<file path="src/rtl/axi_arb_pkg.sv">
// rtl/axi_arb_pkg.sv - shared types and AXI constants for the line-refill read arbiter
package axi_arb_pkg;

   typedef enum logic [1:0] {
      IDLE = 2'd0,
      ADDR = 2'd1,
      DATA = 2'd2,
      DONE = 2'd3
   } state_e;

   localparam int          LINE_WORDS_DEF = 8;
   localparam logic        OWNER_I        = 1'b0;
   localparam logic        OWNER_D        = 1'b1;
   localparam logic [1:0]  BURST_INCR     = 2'b01;
   localparam logic [2:0]  SIZE_4B        = 3'b010;
   localparam logic [1:0]  RESP_OKAY      = 2'b00;
   localparam logic [3:0]  ID_I_DEF       = 4'd0;
   localparam logic [3:0]  ID_D_DEF       = 4'd1;

   function automatic logic [26:0] line_tag(input logic [31:0] addr);
      return addr[31:5];
   endfunction

endpackage

</file>
<file path="src/rtl/line_rd_buffer.sv">
// rtl/line_rd_buffer.sv - R-beat capture: saturating beat index, line storage, sticky error
module line_rd_buffer
   import axi_arb_pkg::*;
#(
   parameter int LINE_WORDS = LINE_WORDS_DEF
) (
   input  logic        clk,
   input  logic        rst,
   input  logic        start,
   input  logic        beat_en,
   input  logic [31:0] rdata,
   input  logic [1:0]  rresp,
   output logic [31:0] line_data [LINE_WORDS],
   output logic        err
);

   localparam int BW = (LINE_WORDS > 1) ? $clog2(LINE_WORDS) : 1;
   localparam logic [BW-1:0] BEAT_MAX = BW'(LINE_WORDS - 1);

   logic [BW-1:0] beat_q, beat_d;
   logic          err_q, err_d;
   logic [31:0]   line_q [LINE_WORDS];
   logic [31:0]   line_d [LINE_WORDS];

   // start only rewinds the index; stored words survive until overwritten by new beats
   always_comb begin
      line_d = line_q;
      beat_d = beat_q;
      err_d  = err_q;
      if (start) begin
         beat_d = '0;
         err_d  = 1'b0;
      end else if (beat_en) begin
         line_d[beat_q] = rdata;
         if (beat_q != BEAT_MAX) begin
            beat_d = beat_q + BW'(1);
         end
         err_d = err_q | (rresp != RESP_OKAY);
      end
   end

   always_ff @(posedge clk or negedge rst) begin
      if (!rst) begin
         beat_q <= '0;
         err_q  <= 1'b0;
         for (int k = 0; k < LINE_WORDS; k++) begin
            line_q[k] <= '0;
         end
      end else begin
         beat_q <= beat_d;
         err_q  <= err_d;
         line_q <= line_d;
      end
   end

   assign line_data = line_q;
   assign err       = err_q;

endmodule

</file>
<file path="src/rtl/axi_line_rd_arbiter.sv">
// rtl/axi_line_rd_arbiter.sv - icache/dcache line refills over one AXI4 read channel
// ARB_RR_EN selects round-robin arbitration; default is fixed dcache-first priority.
module axi_line_rd_arbiter
   import axi_arb_pkg::*;
#(
   parameter int         LINE_WORDS = LINE_WORDS_DEF,
   parameter logic [3:0] ID_I       = ID_I_DEF,
   parameter logic [3:0] ID_D       = ID_D_DEF
) (
   input  logic        clk,
   input  logic        rst,
   input  logic        i_req,
   input  logic [31:0] i_addr,
   output logic        i_gnt,
   input  logic        d_req,
   input  logic [31:0] d_addr,
   output logic        d_gnt,
   output logic [31:0] line_data [LINE_WORDS],
   output logic        rd_err,
   output logic [3:0]  arid,
   output logic [31:0] araddr,
   output logic [7:0]  arlen,
   output logic [2:0]  arsize,
   output logic [1:0]  arburst,
   output logic        arvalid,
   input  logic        arready,
   input  logic [3:0]  rid,
   input  logic [31:0] rdata,
   input  logic [1:0]  rresp,
   input  logic        rlast,
   input  logic        rvalid,
   output logic        rready
);

   state_e      state_q, state_d;
   logic        owner_q, owner_d;
   logic [26:0] tag_q, tag_d;
   logic        win;
   logic        start;
   logic        buf_err;
   logic        unused_ok;

   assign unused_ok = ^{rid, i_addr[4:0], d_addr[4:0]};

`ifdef ARB_RR_EN
   logic ptr_q, ptr_d;

   // ptr_q names the requester that wins the next tie
   always_comb begin
      ptr_d = ptr_q;
      if (state_q == DONE) begin
         ptr_d = ~owner_q;
      end
      if (i_req && d_req) begin
         win = ptr_q;
      end else begin
         win = d_req ? OWNER_D : OWNER_I;
      end
   end

   always_ff @(posedge clk or negedge rst) begin
      if (!rst) begin
         ptr_q <= OWNER_I;
      end else begin
         ptr_q <= ptr_d;
      end
   end
`else
   always_comb begin
      win = d_req ? OWNER_D : OWNER_I;
   end
`endif

   always_comb begin
      state_d = state_q;
      owner_d = owner_q;
      tag_d   = tag_q;
      start   = 1'b0;
      case (state_q)
         IDLE: begin
            if (i_req || d_req) begin
               owner_d = win;
               tag_d   = (win == OWNER_D) ? line_tag(d_addr) : line_tag(i_addr);
               state_d = ADDR;
            end
         end
         ADDR: begin
            if (arready) begin
               start   = 1'b1;
               state_d = DATA;
            end
         end
         DATA: begin
            if (rvalid && rlast) begin
               state_d = DONE;
            end
         end
         DONE: begin
            state_d = IDLE;
         end
         default: state_d = IDLE;
      endcase
   end

   always_ff @(posedge clk or negedge rst) begin
      if (!rst) begin
         state_q <= IDLE;
         owner_q <= OWNER_I;
         tag_q   <= '0;
      end else begin
         state_q <= state_d;
         owner_q <= owner_d;
         tag_q   <= tag_d;
      end
   end

   line_rd_buffer #(
      .LINE_WORDS (LINE_WORDS)
   ) u_buf (
      .clk       (clk),
      .rst       (rst),
      .start     (start),
      .beat_en   (rvalid && rready),
      .rdata     (rdata),
      .rresp     (rresp),
      .line_data (line_data),
      .err       (buf_err)
   );

   assign arvalid = (state_q == ADDR);
   assign rready  = (state_q == DATA);
   assign araddr  = {tag_q, 5'b0};
   assign arid    = (owner_q == OWNER_D) ? ID_D : ID_I;
   assign arlen   = 8'(LINE_WORDS - 1);
   assign arsize  = SIZE_4B;
   assign arburst = BURST_INCR;
   assign i_gnt   = (state_q == DONE) && (owner_q == OWNER_I);
   assign d_gnt   = (state_q == DONE) && (owner_q == OWNER_D);
   assign rd_err  = (state_q == DONE) && buf_err;

endmodule

</file>
<file path="config.mk">
export PLATFORM = sky130hd
export DESIGN_NAME = axi_line_rd_arbiter
export DESIGN_NICKNAME = d
export VERILOG_FILES = /design/src/rtl/axi_arb_pkg.sv /design/src/rtl/line_rd_buffer.sv /design/src/rtl/axi_line_rd_arbiter.sv
export SDC_FILE = /design/constraint.sdc
export NUM_CORES = 1
export LEC_CHECK = 0
export BUFFER_PORTS_ARGS = -buffer_cell sky130_fd_sc_hd__buf_2
export CORE_AREA = 4 4 180 182
export DETAILED_ROUTE_END_ITERATION = 6
export DIE_AREA = 0 0 184 186
export GPL_ROUTABILITY_DRIVEN = 1
export PLACE_DENSITY = 0.65
export SETUP_SLACK_MARGIN = 0.3
export SYNTH_ARGS = -nofsm -noshare
export SYNTH_HDL_FRONTEND = slang
export SYNTH_SLANG_ARGS = --single-unit
</file>
<file path="constraint.sdc">
create_clock -name clk -period 2.6 [get_ports clk]
set_input_delay 0.26 -clock clk [delete_from_list [all_inputs] [get_ports clk]]
set_output_delay 0.26 -clock clk [all_outputs]
set_load 0.02 [all_outputs]
</file>
; Word level (Yosys, flattened, before mapping)
; Cells that the tools add are included.
; Widths: inputs -> output; s select.
[word_totals]
word_cells = 59
reg_bits = 290
input_bits = 109
[classes]
order_cmp = 2
n_bitwise = 4
reduce_logical = 15
muxes = 17
n_addsub = 1
eq_ne = 7
[ops]
columns = op, n
row1 = $bwmux 256, 1
row2 = $demux 32 s3, 1
row3 = $mux 32, 1
row4 = $mux 27, 1
row5 = $mux 3, 3
row6 = $pmux 2 s4, 1
row7 = $logic_and 1x1->1, 6
row8 = $mux 1, 6
row9 = $mux 2, 3
row10 = $reduce_and 2->1, 3
row11 = $reduce_bool 2->1, 3
row12 = $eq 2x2->1 const B, 2
row13 = $ge 4x4->1 const B, 1
row14 = $lt 4x1->1 const B, 1
row15 = $ne 2x1->1 const B, 2
row16 = $not 3->4, 1
row17 = $add 3x1->3 const B, 1
row18 = $ne 3x3->1 const B, 1
row19 = $reduce_and 3->1, 1
row20 = $eq 2x1->1 const B, 1
row21 = $logic_not 2->1, 1
row22 = $ne 2x2->1 const B, 1
row23 = $not 1->1, 2
row24 = $logic_or 1x1->1, 1
row25 = $or 1x1->1, 1

; Longest topological paths before layout
; Gate-level depths: netlist of the first run.
[depth]
depth_word = 6
ltp_mapped = 7
depth_no_buf = 5

; Cells and area by module
; From an unflattened synthesis of the first run, not the netlist that was laid out.
[unflattened]
hier_cells = 734
area_unflattened_um2 = 11516.0
[modules_own_cells]
columns = mod, cells_per_inst, n_inst, area_per_inst_um2, seq_area_each_um2
row1 = line_rd_buffer, 568, 1, 9850.7, 6506.2
row2 = axi_line_rd_arbiter, 166, 1, 1665.3, 750.7

; Worst setup path after synthesis of the first run
; No wires, ideal clock.
[synth_timing]
path_type = register to register
startpoint = register state_q[0]
endpoint = register u_buf.line_q, in the netlist u_buf.line_data[100]
period_less_slack_ns = 2.015
stages_incl_launch_ff = 8
t_required_ns = 2.475
setup_ns = 0.125
arrival_time_ns = 1.890
slack_ns = 0.585
path_cell_list = dfrtp_1 inv_1 ha_1 and3b_1 and4b_1 buf_6 buf_6 mux2_4
[synth_rtl]
columns = element, line
row1 = from (decl), axi_line_rd_arbiter.sv:35  ; state_e state_q, state_d;
row2 = from (signal assigned), axi_line_rd_arbiter.sv:111  ; state_q <= state_d;
row3 = $eq 2x2->1, axi_line_rd_arbiter.sv:131  ; assign rready = (state_q == DATA);
row4 = named net rready, axi_line_rd_arbiter.sv:32  ; output logic rready
row5 = $logic_and 1x1->1, axi_line_rd_arbiter.sv:123  ; .beat_en (rvalid && rready),
row6 = $reduce_and 2->1 (no line), --
row7 = to (signal assigned), line_rd_buffer.sv:52  ; line_q <= line_d;
row8 = to (decl), line_rd_buffer.sv:22  ; logic [31:0] line_q [LINE_WORDS];
; The timed path passes the listed nets, and every way through them passes these cells.
; A chain may end at the register's enable or synchronous reset.

; Final worst setup path of the first run
[layout_timing]
startpoint = register state_q[1]
endpoint = register u_buf.line_q, in the netlist u_buf.line_data[215]
[layout_via]
elab_chain_cells = 4
[layout_rtl]
columns = element, line
row1 = $eq 2x1->1, axi_line_rd_arbiter.sv:79  ; case (state_q)
row2 = $mux 1, axi_line_rd_arbiter.sv:79
row3 = $not 1->1 (no line), --
row4 = $reduce_and 2->1 (no line) *, --
; Every way passes the cells marked *; elsewhere a longest branch is shown, timed or not.

==> results of run 1 <==
[per-layer routing]
layer  part of all wire (%)  vias up  wire length [um]  global-route usage [%]
met5                      0        -                 0                       0
met4                    2.0        0               620                    3.49
met3                    7.4       39              2260                    4.42
met2                     48      260             14500                    28.1
met1                     43     3690             13100                    22.7
li1                       -     3384                 -                       -
[cell usage in the layout (no fill, tap or decap), types with 4 or more instances in the layout]
cell type,Yosys,routed
mux2_1,17,17
clkbuf_1,6,6
conb_1,2,21
clkinv_2,0,9
buf_12,0,6
mux2_2,180,180
buf_4,22,16
dlygate4sd3_1,0,22
o21ai_0,27,27
buf_2,21,382
clkbuf_8,0,4
dfrtp_1,290,290
mux2i_1,29,29
a21oi_1,5,5
nand2_1,31,29
ha_1,7,7
mux2_4,60,60
clkbuf_16,0,31
[final cells by class]
class,count,area share [%]
inverters,2,0.0493
clock inverters,17,1.01
flip-flops and latches,290,47.7
well taps,396,3.25
multi-input cells,401,26.7
repair buffers,427,15.7
clock buffers,41,5.60
diodes,1,0.0164
[through the flow]
| step | std cells | power [uW] | util (%) | hold slack, ps |
|---|---|---|---|---|
| after floorplan | 750 | 11000 | - | -35.6 |
| after CTS | 1574 | 18000 | 49.8 | 0.336 |
| after detailed placement | 1494 | 13600 | 45.8 | 252 |
| after global placement | 1494 | 13400 | 45.8 | 254 |
| after global routing | 1575 | 18700 | 49.8 | 16.2 |
| final | 1575 | 17700 | 49.8 | 18.0 |
[sequential cells by signal, summed over array words and instances (netlist names)]
signal	count
tag_q	27
u_buf.beat_q	3
u_buf.line_data	256
owner_q	1
state_q	2
u_buf.err	1
[where the power goes]
group / switching, uW / internal (uW)
registers: 835 / 6120
logic: 3870 / 2610
clock network: 1800 / 2510
[kinds of logic after synthesis]
group           after synthesis  share of synthesized area (%)
compound gates               39                           1.91
fa+ha+maj                     7                          0.754
flops                       290                           62.5
xor+xnor                      1                         0.0754
mux                         286                           29.4
other cells                   2                         0.0647
buf+inv                      59                           3.36
simple gates                 47                           2.00
[critical path, cell delays in order (launching register included)]
cell and delay [ps]:
dfrtp_1 420, inv_1 120, ha_1 370, a21oi_1 180, nand3_2 120, buf_4 390, mux2_2 380
[how the worst min path moves through the flow]
stage / from / to / slack [ps]
floorplan: rst / owner_q / -40
global placement: rst / u_buf.line_data[135] / 250
detailed placement: rst / u_buf.line_data[135] / 250
CTS: i_addr[19] / tag_q[14] / 0.3
global route: rdata[5] / u_buf.line_data[69] / 20
finish: rdata[5] / u_buf.line_data[69] / 20
[timing repair]
| action | in CTS | in global routing |
|---|---|---|
| setup buffers | 0 | 0 |
| endpoints found under the hold margin | 76 | 0 |
| setup endpoints to repair | 0 | 0 |
| hold buffers | 22 | 0 |
| gates resized for setup | 0 | 0 |
==> impl_metrics.toml, run 1 <==
[status]
status = "finished, final reports clean"

[synth]
synth.top_cells.by_count = "290 x dfrtp_1, 180 x mux2_2, 60 x mux2_4"
syn-cell-area_mm2 = 0.0116
synth_area_leader_cell = "dfrtp_1"
async_flop_share_pct = 100
yosysSeqAreaShare_pct = 62.5
ys_warn_count = 0
ys_types = 33
synth_most_common_cell = "dfrtp_1"
synth_area_per_cell_um2 = 15.9
synth_cells = 731
yosys.area.top_type_share_pct = 62.5
synth_area_leaders = "dfrtp_1 62%, mux2_2 17%, mux2_4 7.8%"
synth_ff_type = "dfrtp_1"
ys_seq_elements = 290
synth-edff-count = 0

[place]
dp_slack_ps = 507
hpwlAfterDp_um = 20800
port_buffers = 383
gp_congestion = 0.751
placed_cell_area_mm2 = 0.0140

[worst_setup_path]
worstSetupEndpoint = "u_buf.line_data[215]"
cp-startpoint = "state_q[1]"
worstPathRequired_ps = 3030
r2r-end = "u_buf.line_data[215]"
cp-end-kind = "flip-flop"
rr_worst_depth = 6
critPathLaunchType = "flip-flop"
r2r_start = "state_q[1]"
crit_fanout = 21
worst_ep_arrival_time_ps = 2540
reg2reg_slack_ps = 490
crit_type = "flip-flop to flip-flop"

[flow_run]
drv_cap = 0

[global_routing]
grt_pass1_wl_um = 45600
grt_pass1_vias = 7642
grt_use_total_pct = 16.9
grt_antenna_before_repair = 1
grt_max_degree = 74
grt_overflow = 0

[drt]
avgRoutedWirePerCell_um = 19.3
via_per_inst = 4.68
drt_wl_total_um = 30400
drt_iter0_markers = 272
drtAntennaViolNets = 0
firstDrtPassIters = 4
vias = 7373
drc = 0

[floorplanning]
row_count = 64
start_util_pct = 38.0
chipWidth_um = 184
io_pins = 419
core_area_mm2 = 0.0306
die_y_um = 186
die_area_mm2 = 0.0342

[timing]
fmax_ghz = 0.474
fin_skew_ps = 17.1
grt_setup_unrepaired = "no"
finalCritPeriodShare_pct = 81.2
worstMarginPinSlew_ps = 1080
min_period_ps = 2110
worst_slack_ps = 490
finalSetupTns_ps = 0
slew_violations = 0
slew_headroom_pct = 27.9
finalSetupViolCount = 0
hold_viol = 0

[cells_and_area]
final_nets = 1269
final_layout_size_suffix_gt1_share_pct = 60.1
syn_to_final_growth_pct = 31.1
multiInputGateArea_mm2 = 0.00407
design_area_mm2 = 0.0152
fillCellCount = 2694
seq_area_mm2 = 0.00726

[power]
ir_worst_vdd_mv = 0.622
power_density_mw_per_mm2 = 1160
p_leak_uw = 0.00831

[clock_tree]
htree_levels = 1
clk_path_buf_depth = 3
cts_buffers = 31
clock_sinks = 290
cts_tree = "yes"
clk_pin_slew_ps = 60
cts-root-buf = "clkbuf_16"
clkLatencyLatePin_ps = 560

[hold_path]
min_path_type = "primary input to flip-flop"
hold_path_depth = 2
Note: power is estimated with default switching activity, not from simulation.
==> run 2: changes to the inputs <==
--- a/config.mk
+++ b/config.mk
@@ -5,10 +5,11 @@
 export SDC_FILE = /design/constraint.sdc
 export NUM_CORES = 1
 export LEC_CHECK = 0
+export ABC_AREA = 1
 export BUFFER_PORTS_ARGS = -buffer_cell sky130_fd_sc_hd__buf_2
-export CORE_AREA = 4 4 180 182
+export CORE_AREA = 4 4 185 187
 export DETAILED_ROUTE_END_ITERATION = 6
-export DIE_AREA = 0 0 184 186
+export DIE_AREA = 0 0 189 191
 export GPL_ROUTABILITY_DRIVEN = 1
 export PLACE_DENSITY = 0.65
 export SETUP_SLACK_MARGIN = 0.3
==> constraint.sdc (replaced) <==
create_clock -name clk -period 2.15 [get_ports clk]
set_input_delay 0.215 -clock clk [delete_from_list [all_inputs] [get_ports clk]]
set_output_delay 0.215 -clock clk [all_outputs]
set_load 0.02 [all_outputs]
==> run 2 against run 1 <==
  * Sequential power increased by 21%
  * Final cell count is 44% higher
  * Worst setup slack got worse by 97 ps
  * Register-to-register slack worse by 97 ps
  * Critical endpoint is now u_buf.line_data[157]
  * Largest power group is now combinational cells
==> impl_metrics.toml, run 2 <==
[status]
status = "finished, final reports clean"

[drt]
drt_wl_total_um = 39700
vias = 10900
drtAntennaViolNets = 0
avgRoutedWirePerCell_um = 17.5
firstDrtPassIters = 7
via_per_inst = 4.82
drt_iter0_markers = 752
drc = 0

[clock_tree]
clk_pin_slew_ps = 50
clock_sinks = 290
clkLatencyLatePin_ps = 500
clk_path_buf_depth = 3
htree_levels = 2
cts_tree = "yes"
cts_buffers = 34
cts-root-buf = "clkbuf_16"

[timing]
worst_slack_ps = 393
grt_setup_unrepaired = "yes"
slew_violations = 0
hold_slack_ps = 26.2
fin_skew_ps = 20.5
fmax_ghz = 0.569
finalSetupViolCount = 0
min_period_ps = 1760
worstMarginPinSlew_ps = 663
finalCritPeriodShare_pct = 81.7
slew_headroom_pct = 55.8
hold_viol = 0
finalSetupTns_ps = 0

[worst_setup_path]
cp_num_buf_inv = 4
crit_top_cell = "nand2_1"
crit_type = "flip-flop to flip-flop"
crit_fanout = 11
crit_chain = "inv_1, ha_1, nand2_2, inv_2, nor2_4, buf_12, nand2_1, buf_4, nand2_1, nand2_1"
max_stage_delay_ps = 390
cp-end-kind = "flip-flop"
worst_ep_arrival_time_ps = 2130
crit_slowest_cell = "dfrtp_1"
cp_top_family = "buffers and inverters"
critPathLaunchType = "flip-flop"
worstPathRequired_ps = 2520

[floorplanning]
die_y_um = 191
io_pins = 419
start_util_pct = 37.9
chipWidth_um = 189
core_area_mm2 = 0.0325
row_count = 66
die_area_mm2 = 0.0361

[cells_and_area]
n_antenna_cell = 0
largest_register_ffs = 256
final_layout_size_suffix_gt1_share_pct = 28.0
final_cell_mix = "697 x nand2_1, 382 x buf_2, 290 x dfrtp_1"
final_core_util_pct = 49.1
final_nets = 1914
mostFrequentLayoutCell = "nand2_1"
syn_to_final_growth_pct = 29.7

[power]
p_leak_uw = 0.00954
p_total_uw = 23100
ir_worst_vdd_mv = 0.714
power_density_mw_per_mm2 = 1450

[global_routing]
grt_pass1_wl_um = 61300
grt_pass1_vias = 10600
grt_overflow = 0
grt_max_degree = 80
grt_antenna_before_repair = 0
grt_use_total_pct = 21.3

[synth]
synth-edff-count = 0
ys_seq_elements = 290
async_flop_share_pct = 100
ys_warn_count = 0
ys_types = 18
synth_area_leaders = "dfrtp_1 59%, nand2_1 21%, nand3_1 11%"
yosys.area.top_type_share_pct = 59.0
yosysSeqAreaShare_pct = 59.0
synth_most_common_cell = "nand2_1"
synth_cells = 1438
synth_ff_type = "dfrtp_1"
synth.top_cells.by_count = "699 x nand2_1, 290 x dfrtp_1, 259 x nand3_1"
synth_area_leader_cell = "dfrtp_1"
syn-cell-area_mm2 = 0.0123
synth_area_per_cell_um2 = 8.55

[place]
port_buffers = 383
hpwlAfterDp_um = 27200
gp_congestion = 0.781
dp_slack_ps = 193

[flow_run]
drv_cap = 0

[hold_path]
min_path_type = "primary input to flip-flop"
-- run 2: power by group --
part,total [uW],switching [uW],internal [uW]
Sequential,8430,1090,7340
Clock,5780,2240,3540
Combinational,8880,6110,2760
-- run 2: repair_timing --
item / CTS / global route
hold endpoints to repair: 73 / 0
pin swaps: 3 / 3
endpoints found under the setup margin: 224 / 257
hold buffers: 7 / 0
gates resized for setup: 4 / 18
setup buffers: 5 / 4
cloned: 0 / 1
-- run 2: cell type report --
class / instances / area (um^2)
multi-input cells: 1009 / 4270
clock inverters: 10 / 110
well taps: 442 / 553
inverters: 15 / 56.3
flip-flops and latches: 290 / 7260
fillers: 3111 / 16500
repair buffers: 448 / 2680
clock buffers: 50 / 1020
-- run 2: kinds of logic after synthesis --
logic type,Yosys count,synth area share [%]
compound gates,5,0.203
fa+ha+maj,7,0.712
buf+inv,158,7.28
flops,290,59.0
other cells,2,0.0611
simple gates,976,32.7
-- run 2: worst min-delay path: cells and delay by family --
family	cells	cell delay [ps]
and+or+nand+nor	4	190
buffers and inverters	1	70
-- run 2: path summary, 6_finish.rpt --
kind / startpoint / to / slack (ps) / depth (start not counted)
setup / recovery: state_q[1] / u_buf.line_data[157] / 390 / 10
hold / removal: i_addr[28] / tag_q[23] / 30 / 5
setup reg to reg: state_q[1] / u_buf.line_data[157] / 390 / 10
hold reg to reg: u_buf.line_data[163] / u_buf.line_data[163] / 460 / 2
max in group asynchronous: rst / u_buf.line_data[216] / 1070 / 3
min in group asynchronous: rst / u_buf.line_data[102] / 300 / 2
-- run 2: routing by layer --
metal	GRT usage, %	routed length [um]	up-vias
li1	-	-	5185
met5	0	0	-
met4	5.52	924	0
met3	5.66	3230	61
met1	28.2	16500	5236
met2	34.9	19100	425
-- run 2: metrics by stage --
step	instances	cell area, um^2
after floorplan	1457	12400
after global placement	2187	14500
after detailed placement	2187	14500
after CTS	2259	15800
after global routing	2264	15900
final	2264	15900
